$ cat src/rtl/flip_sequencer_if.sv
// Requester/drive bundle for flip_sequencer: digit handshake, rail feedback and status.
// master is the requester/drive side, slave is the sequencer itself.
interface flip_sequencer_if #(
  parameter int unsigned DEPTH = 4
);
  localparam int CW = $clog2(DEPTH) + 1;

  logic          req_valid;
  logic [3:0]    req_digit;
  logic          req_ready;
  logic          at_target;
  logic          err_clr;
  logic [3:0]    drv_digit;
  logic          drv_load;
  logic          busy;
  logic          done;
  logic          bad_digit;
  logic          err_timeout;
  logic [CW-1:0] fifo_count;

  modport master (
    output req_valid, req_digit, at_target, err_clr,
    input  req_ready, drv_digit, drv_load, busy, done, bad_digit, err_timeout, fifo_count
  );

  modport slave (
    input  req_valid, req_digit, at_target, err_clr,
    output req_ready, drv_digit, drv_load, busy, done, bad_digit, err_timeout, fifo_count
  );
endinterface

$ cat src/rtl/flip_sequencer.sv
// Command scheduler in front of step_motor_drive: queues requested digits and walks each one
// through move, settle, push (load high) and retract before reporting done.
module flip_sequencer #(
  parameter int unsigned DEPTH       = 4,
  parameter int unsigned SETTLE_CYC  = 2_000_000,
  parameter int unsigned PUSH_CYC    = 48_000_000,
  parameter int unsigned RETRACT_CYC = 8_000_000,
  parameter int unsigned MOVE_TO     = 400_000_000,
  parameter logic [3:0]  HOME_DIGIT  = 4'd0
) (
  input  logic             clk,
  input  logic             reset_n,
  flip_sequencer_if.slave  bus
);
  localparam int AW = $clog2(DEPTH);
  localparam int CW = AW + 1;

  localparam logic [2:0] S_IDLE    = 3'd0;
  localparam logic [2:0] S_MOVE    = 3'd1;
  localparam logic [2:0] S_SETTLE  = 3'd2;
  localparam logic [2:0] S_PUSH    = 3'd3;
  localparam logic [2:0] S_RETRACT = 3'd4;

  localparam logic [31:0] MOVE_IGNORE  = 32'd4;
  localparam logic [31:0] MOVE_LAST    = 32'(MOVE_TO - 1);
  localparam logic [31:0] SETTLE_LAST  = 32'(SETTLE_CYC - 1);
  localparam logic [31:0] PUSH_LAST    = 32'(PUSH_CYC - 1);
  localparam logic [31:0] RETRACT_LAST = 32'(RETRACT_CYC - 1);
  localparam logic [CW-1:0] FULL_COUNT = CW'(DEPTH);

  logic [2:0]    r_state;
  logic [31:0]   r_timer;
  logic          r_tgtMeta;
  logic          r_tgtSync;
  logic [3:0]    r_mem [DEPTH];
  logic [AW-1:0] r_wrPtr;
  logic [AW-1:0] r_rdPtr;
  logic [CW-1:0] r_count;
  logic [3:0]    r_drvDigit;
  logic          r_drvLoad;
  logic          r_done;
  logic          r_badDigit;
  logic          r_errTimeout;

  logic          w_ready;
  logic          w_accept;
  logic          w_legal;
  logic          w_push;
  logic          w_pop;
  logic          w_timeout;
  logic          w_finish;
  logic [2:0]    w_nextState;

  assign w_ready  = (r_count < FULL_COUNT);
  assign w_accept = bus.req_valid & w_ready;
  assign w_legal  = (bus.req_digit <= 4'd9);
  assign w_push   = w_accept & w_legal;
  assign w_pop    = (r_state == S_IDLE) && (r_count != '0) && !r_errTimeout;

  // The first cycles of MOVE ignore the rail flag: it still reflects the previous digit
  // until the synchronizer and the drive's step recompute have caught up.
  always_comb begin
    w_nextState = r_state;
    w_timeout   = 1'b0;
    w_finish    = 1'b0;
    case (r_state)
      S_IDLE:    if (w_pop) w_nextState = S_MOVE;
      S_MOVE: begin
        if (r_tgtSync && (r_timer >= MOVE_IGNORE)) begin
          w_nextState = S_SETTLE;
        end else if (r_timer == MOVE_LAST) begin
          w_timeout   = 1'b1;
          w_nextState = S_IDLE;
        end
      end
      S_SETTLE: begin
        if (!r_tgtSync)                w_nextState = S_MOVE;
        else if (r_timer == SETTLE_LAST) w_nextState = S_PUSH;
      end
      S_PUSH:    if (r_timer == PUSH_LAST) w_nextState = S_RETRACT;
      S_RETRACT: begin
        if (r_timer == RETRACT_LAST) begin
          w_finish    = 1'b1;
          w_nextState = S_IDLE;
        end
      end
      default:   w_nextState = S_IDLE;
    endcase
  end

  always_ff @(posedge clk or negedge reset_n) begin
    if (!reset_n) begin
      r_state      <= S_IDLE;
      r_timer      <= '0;
      r_tgtMeta    <= 1'b0;
      r_tgtSync    <= 1'b0;
      r_drvDigit   <= HOME_DIGIT;
      r_drvLoad    <= 1'b0;
      r_done       <= 1'b0;
      r_badDigit   <= 1'b0;
      r_errTimeout <= 1'b0;
    end else begin
      r_tgtMeta  <= bus.at_target;
      r_tgtSync  <= r_tgtMeta;
      r_state    <= w_nextState;
      if (w_nextState != r_state)  r_timer <= '0;
      else if (r_timer != '1)      r_timer <= r_timer + 32'd1;
      r_drvLoad  <= (w_nextState == S_PUSH);
      r_done     <= w_finish;
      r_badDigit <= w_accept & ~w_legal;
      if (w_timeout)  r_drvDigit <= HOME_DIGIT;
      else if (w_pop) r_drvDigit <= r_mem[r_rdPtr];
      if (w_timeout)        r_errTimeout <= 1'b1;
      else if (bus.err_clr) r_errTimeout <= 1'b0;
    end
  end

  // A timeout flush discards everything queued, including a push landing in the same cycle.
  always_ff @(posedge clk or negedge reset_n) begin
    if (!reset_n) begin
      r_wrPtr <= '0;
      r_rdPtr <= '0;
      r_count <= '0;
    end else if (w_timeout) begin
      r_wrPtr <= '0;
      r_rdPtr <= '0;
      r_count <= '0;
    end else begin
      if (w_push) r_wrPtr <= r_wrPtr + 1'b1;
      if (w_pop)  r_rdPtr <= r_rdPtr + 1'b1;
      case ({w_push, w_pop})
        2'b10:   r_count <= r_count + CW'(1);
        2'b01:   r_count <= r_count - CW'(1);
        default: r_count <= r_count;
      endcase
    end
  end

  always_ff @(posedge clk) begin
    if (w_push) r_mem[r_wrPtr] <= bus.req_digit;
  end

  assign bus.req_ready   = w_ready;
  assign bus.drv_digit   = r_drvDigit;
  assign bus.drv_load    = r_drvLoad;
  assign bus.busy        = (r_state != S_IDLE);
  assign bus.done        = r_done;
  assign bus.bad_digit   = r_badDigit;
  assign bus.err_timeout = r_errTimeout;
  assign bus.fifo_count  = r_count;
endmodule

$ cat src/flat_wrapper.sv
// flat-port wrapper written by rule: the top's interface ports become plain ports
module flip_sequencer_flat 
#(
  parameter int unsigned DEPTH       = 4,
  parameter int unsigned SETTLE_CYC  = 2_000_000,
  parameter int unsigned PUSH_CYC    = 48_000_000,
  parameter int unsigned RETRACT_CYC = 8_000_000,
  parameter int unsigned MOVE_TO     = 400_000_000,
  parameter logic [3:0]  HOME_DIGIT  = 4'd0
)
  (clk, reset_n, bus_req_valid, bus_req_digit, bus_at_target, bus_err_clr, bus_req_ready, bus_drv_digit, bus_drv_load, bus_busy, bus_done, bus_bad_digit, bus_err_timeout, bus_fifo_count);
  flip_sequencer_if #(.DEPTH(DEPTH)) bus_i ();
  input  logic clk;
  input  logic reset_n;
  input wire logic [$bits(bus_i.req_valid)-1:0] bus_req_valid;
  input wire logic [$bits(bus_i.req_digit)-1:0] bus_req_digit;
  input wire logic [$bits(bus_i.at_target)-1:0] bus_at_target;
  input wire logic [$bits(bus_i.err_clr)-1:0] bus_err_clr;
  output wire logic [$bits(bus_i.req_ready)-1:0] bus_req_ready;
  output wire logic [$bits(bus_i.drv_digit)-1:0] bus_drv_digit;
  output wire logic [$bits(bus_i.drv_load)-1:0] bus_drv_load;
  output wire logic [$bits(bus_i.busy)-1:0] bus_busy;
  output wire logic [$bits(bus_i.done)-1:0] bus_done;
  output wire logic [$bits(bus_i.bad_digit)-1:0] bus_bad_digit;
  output wire logic [$bits(bus_i.err_timeout)-1:0] bus_err_timeout;
  output wire logic [$bits(bus_i.fifo_count)-1:0] bus_fifo_count;
  assign bus_i.req_valid = bus_req_valid;
  assign bus_i.req_digit = bus_req_digit;
  assign bus_i.at_target = bus_at_target;
  assign bus_i.err_clr = bus_err_clr;
  assign bus_req_ready = bus_i.req_ready;
  assign bus_drv_digit = bus_i.drv_digit;
  assign bus_drv_load = bus_i.drv_load;
  assign bus_busy = bus_i.busy;
  assign bus_done = bus_i.done;
  assign bus_bad_digit = bus_i.bad_digit;
  assign bus_err_timeout = bus_i.err_timeout;
  assign bus_fifo_count = bus_i.fifo_count;
  flip_sequencer #(.DEPTH(DEPTH), .SETTLE_CYC(SETTLE_CYC), .PUSH_CYC(PUSH_CYC), .RETRACT_CYC(RETRACT_CYC), .MOVE_TO(MOVE_TO), .HOME_DIGIT(HOME_DIGIT)) u_core (.clk(clk), .reset_n(reset_n), .bus(bus_i));
endmodule
$ cat config.mk
export PLATFORM = sky130hd
export DESIGN_NAME = flip_sequencer_flat
export DESIGN_NICKNAME = d
export VERILOG_FILES = /design/src/rtl/flip_sequencer_if.sv /design/src/rtl/flip_sequencer.sv /design/src/flat_wrapper.sv
export SDC_FILE = /design/constraint.sdc
export NUM_CORES = 1
export LEC_CHECK = 0
export CAP_MARGIN = 20
export CORE_ASPECT_RATIO = 0.9
export CORE_MARGIN = 2
export CORE_UTILIZATION = 25
export CTS_BUF_LIST = sky130_fd_sc_hd__clkbuf_16
export DETAILED_ROUTE_END_ITERATION = 10
export GPL_TIMING_DRIVEN = 0
export PLACE_DENSITY = 0.36
export SLEW_MARGIN = 10
export SYNTH_ARGS = -nofsm -noshare
export SYNTH_HDL_FRONTEND = slang
export SYNTH_SLANG_ARGS = --single-unit
$ cat constraint.sdc
create_clock -name clk -period 3.9 [get_ports clk]
set_clock_uncertainty 0.15 [all_clocks]
set_input_delay 0.39 -clock clk [delete_from_list [all_inputs] [get_ports clk]]
set_output_delay 0.39 -clock clk [all_outputs]
set_load 0.01 [all_outputs]
==> summary.txt <==
Core Rows - 42
Clk pwr share - 31.3%
top cells by area, synth - dfrtp_1 (35%), edfxtp_1 (13%), xor2_1 (5.9%), nor2_1 (4.2%), nor3_2 (3.0%)
Worst Path Max Fanout - 8
largest net degree at the start of global routing - 53
initial antenna violation count - 0
most used cells in the layout excluding fill and tap cells - dfrtp_1 (52), nor2_1 (41), xor2_1 (25)
RSZ-0062 raised after global routing - false
Area growth, synth to finish - 20.9%
Worst setup EP type - flop
die area - 15700 µm²
Slew Viols, Final - 0
Ports - 22
HPWL after DPL - 6.95 mm
syn nets - 365
Clock Path Buffers - 2
synth unique cells - 49
post-layout net count - 398
drt drc - 0
Max-Slew Margin vs Limit - 33.5%
period utilization - 83.5%
outcome - completed
Post-Syn Area per Cell - 10.6 µm²
setup TNS - 0 ps
Slew @ Worst Pin - 997 ps
VDD IR-drop max - 222 µV
Detailed Route WL - 9.82 mm
Setup crit start kind - flop
fmax - 307 MHz
most common cell after layout, fill and taps aside - dfrtp_1
FF+latch count, synth - 68
Placed Cells - 567
Synth top area share - 35.4%
sequential share of the synthesized area - 48.4%
first-pass GRT wire length - 16.0 mm
total global-route track usage - 13.5%
die width - 132 µm
Post-Syn Area - 3680 µm²
Initial DRC Count - 161
initial cell density of the core - 25.3%
ys flop type - dfrtp_1
Net Sw Frac - 35.4%
sequential share of power - 34.6%
grt ovf - 0
YS warnings - 0
CTS tree - done
post-DR wirelength/cell - 16.8 µm
Final Instance Count excl. Fillers - 584
# H-tree levels - 3
Async SR Flop Fraction - 76.5%
Synth area leader - dfrtp_1
Detail Route Antenna Nets - 0
1st-pass router iterations - 4
layout cells sized above 1 - 11.9%
Clock Sinks - 68
P_leak - 1.81 nW
fill count - 1525
Core ar. - 14600 µm²
Mapped Cells - 348
Worst Path Required - 3970 ps
Net Switching - 0.961 mW
P_int - 1.75 mW
final hold vios - 0
endpoints failing setup - 0
Pwr per Cell Area - 610 nW/µm²
worst min-delay path class - flop to flop
Root Driver - clkbuf_16
die height - 119 µm
clock insertion delay at the later pin of the skew report - 340 ps
vias in the first global route - 2746
CP Class - flop to flop
max_cap viols - 0
CTS buffer count - 9
number of synthesized flops with an enable pin - 16
Final min period - 3260 ps
# port buffers - 21
Via density - 4.67
ANT cells - 0
vias - 2728
Setup Buffers After CTS - 0
CP arrival - 3320 ps
combinational share of power - 34.0%
CTS clk-pin slew, worst paths - 60 ps
gpl congestion - 0.776
==> Yosys cell counts (2+ instances only) <==
cell type  instances
a21o_1             2
a21oi_1            5
and2_1             7
and3_1            15
and4_1             3
buf_2              3
buf_6              3
clkbuf_1           7
dfrtp_1           52
edfxtp_1          16
ha_1               7
inv_1             15
mux2i_1            6
mux4_2             4
nand2_1           13
nand2b_1           2
nand3_1           20
nand3b_1           4
nand4_1           16
nor2_1            41
nor2b_1            2
nor3_1            12
nor3_2            11
nor3b_1            3
nor4_1             9
o21ai_0            3
o2bb2ai_1          2
or3_1              8
or4_1              3
xnor2_1           11
xor2_1            25
==> cell families (layout without fill, tap and decap cells) <==
logic type	count (synthesis)	after routing	synth area share, %
mux	10	10	4.08
simple gates	175	175	27.5
xor+xnor	36	36	8.57
flops	68	68	48.4
compound gates	23	23	4.93
fa+ha+maj	8	8	2.92
buf+inv	28	66	3.57
==> critical path, cell delays in order (launching register included) <==
cell and delay, ps:
dfrtp_1 460, or3_1 480, a311oi_2 840, ha_1 320
inv_1 60, fa_1 370, xor2_1 150, nor2_1 110
xnor2_1 130, nor2_1 60
==> power groups by stage <==
stage / logic [mW] / registers [mW] / clock network, mW
global route: 1.03 / 0.960 / 0.908
detailed placement: 0.941 / 0.955 / 0
CTS: 0.948 / 0.942 / 0.880
finish: 0.924 / 0.940 / 0.851
floorplan: 0.614 / 0.951 / 0
global placement: 0.945 / 0.956 / 0
==> path summary, 6_finish.rpt <==
kind	startpoint	to	slack, ps	depth (start not counted)
max in group asynchronous	reset_n	u_core.r_timer[1]	2610	2
worst max register to register	u_core.r_state[2]	u_core.bus.fifo_count[2]	640	9
worst min register to register	u_core.r_tgtMeta	u_core.r_tgtSync	200	0
min in group asynchronous	reset_n	u_core.bus.drv_digit[3]	490	2
worst max-delay path	u_core.r_state[2]	u_core.bus.fifo_count[2]	640	9
worst min-delay path	u_core.r_tgtMeta	u_core.r_tgtSync	200	0
==> routing by layer <==
metal / track usage (%) / up-vias / wire length [µm]
met3: 3.70 / 8 / 398
met2: 18.8 / 46 / 4150
met4: 4.69 / 0 / 140
met1: 19.9 / 1352 / 5130
li1: - / 1322 / -
met5: 0 / - / 0
==> sequential cells by signal, summed over array words and instances, names as in the netlist, 2 cells and up <==
register,cells
u_core.bus.drv_digit,4
u_core.r_state,3
u_core.r_mem,16
u_core.r_timer,32
u_core.r_wrPtr,2
u_core.bus.fifo_count,3
u_core.r_rdPtr,2
==> through the flow <==
stage	utilization (%)	hold slack [ps]	power [mW]	area (µm²)	setup slack (ps)
global route	30.6	208	2.90	4450	449
global placement	28.4	192	1.90	4140	394
floorplan	-	-55.6	1.56	3680	1120
detailed placement	28.4	193	1.90	4140	607
CTS	30.6	207	2.77	4450	576
finish	30.6	205	2.72	4450	645
==> what timing repair did <==
item,in CTS,in global routing
gates resized for setup,0,0
hold buffers,1,0
endpoints found under the hold margin,27,0
==> final cells by class <==
type | count | area (µm²) | area share (%)
inverter | 15 | 56.3 | 1.26
multi-input combinational | 252 | 1770 | 39.7
sequential | 68 | 1780 | 40.0
clock buffer | 9 | 225 | 5.06
tap | 198 | 248 | 5.56
timing repair buffer | 22 | 218 | 4.89
clock inverter | 7 | 80.1 | 1.80
buffer | 13 | 75.1 | 1.69
Note: power is estimated with default switching activity, not from simulation.
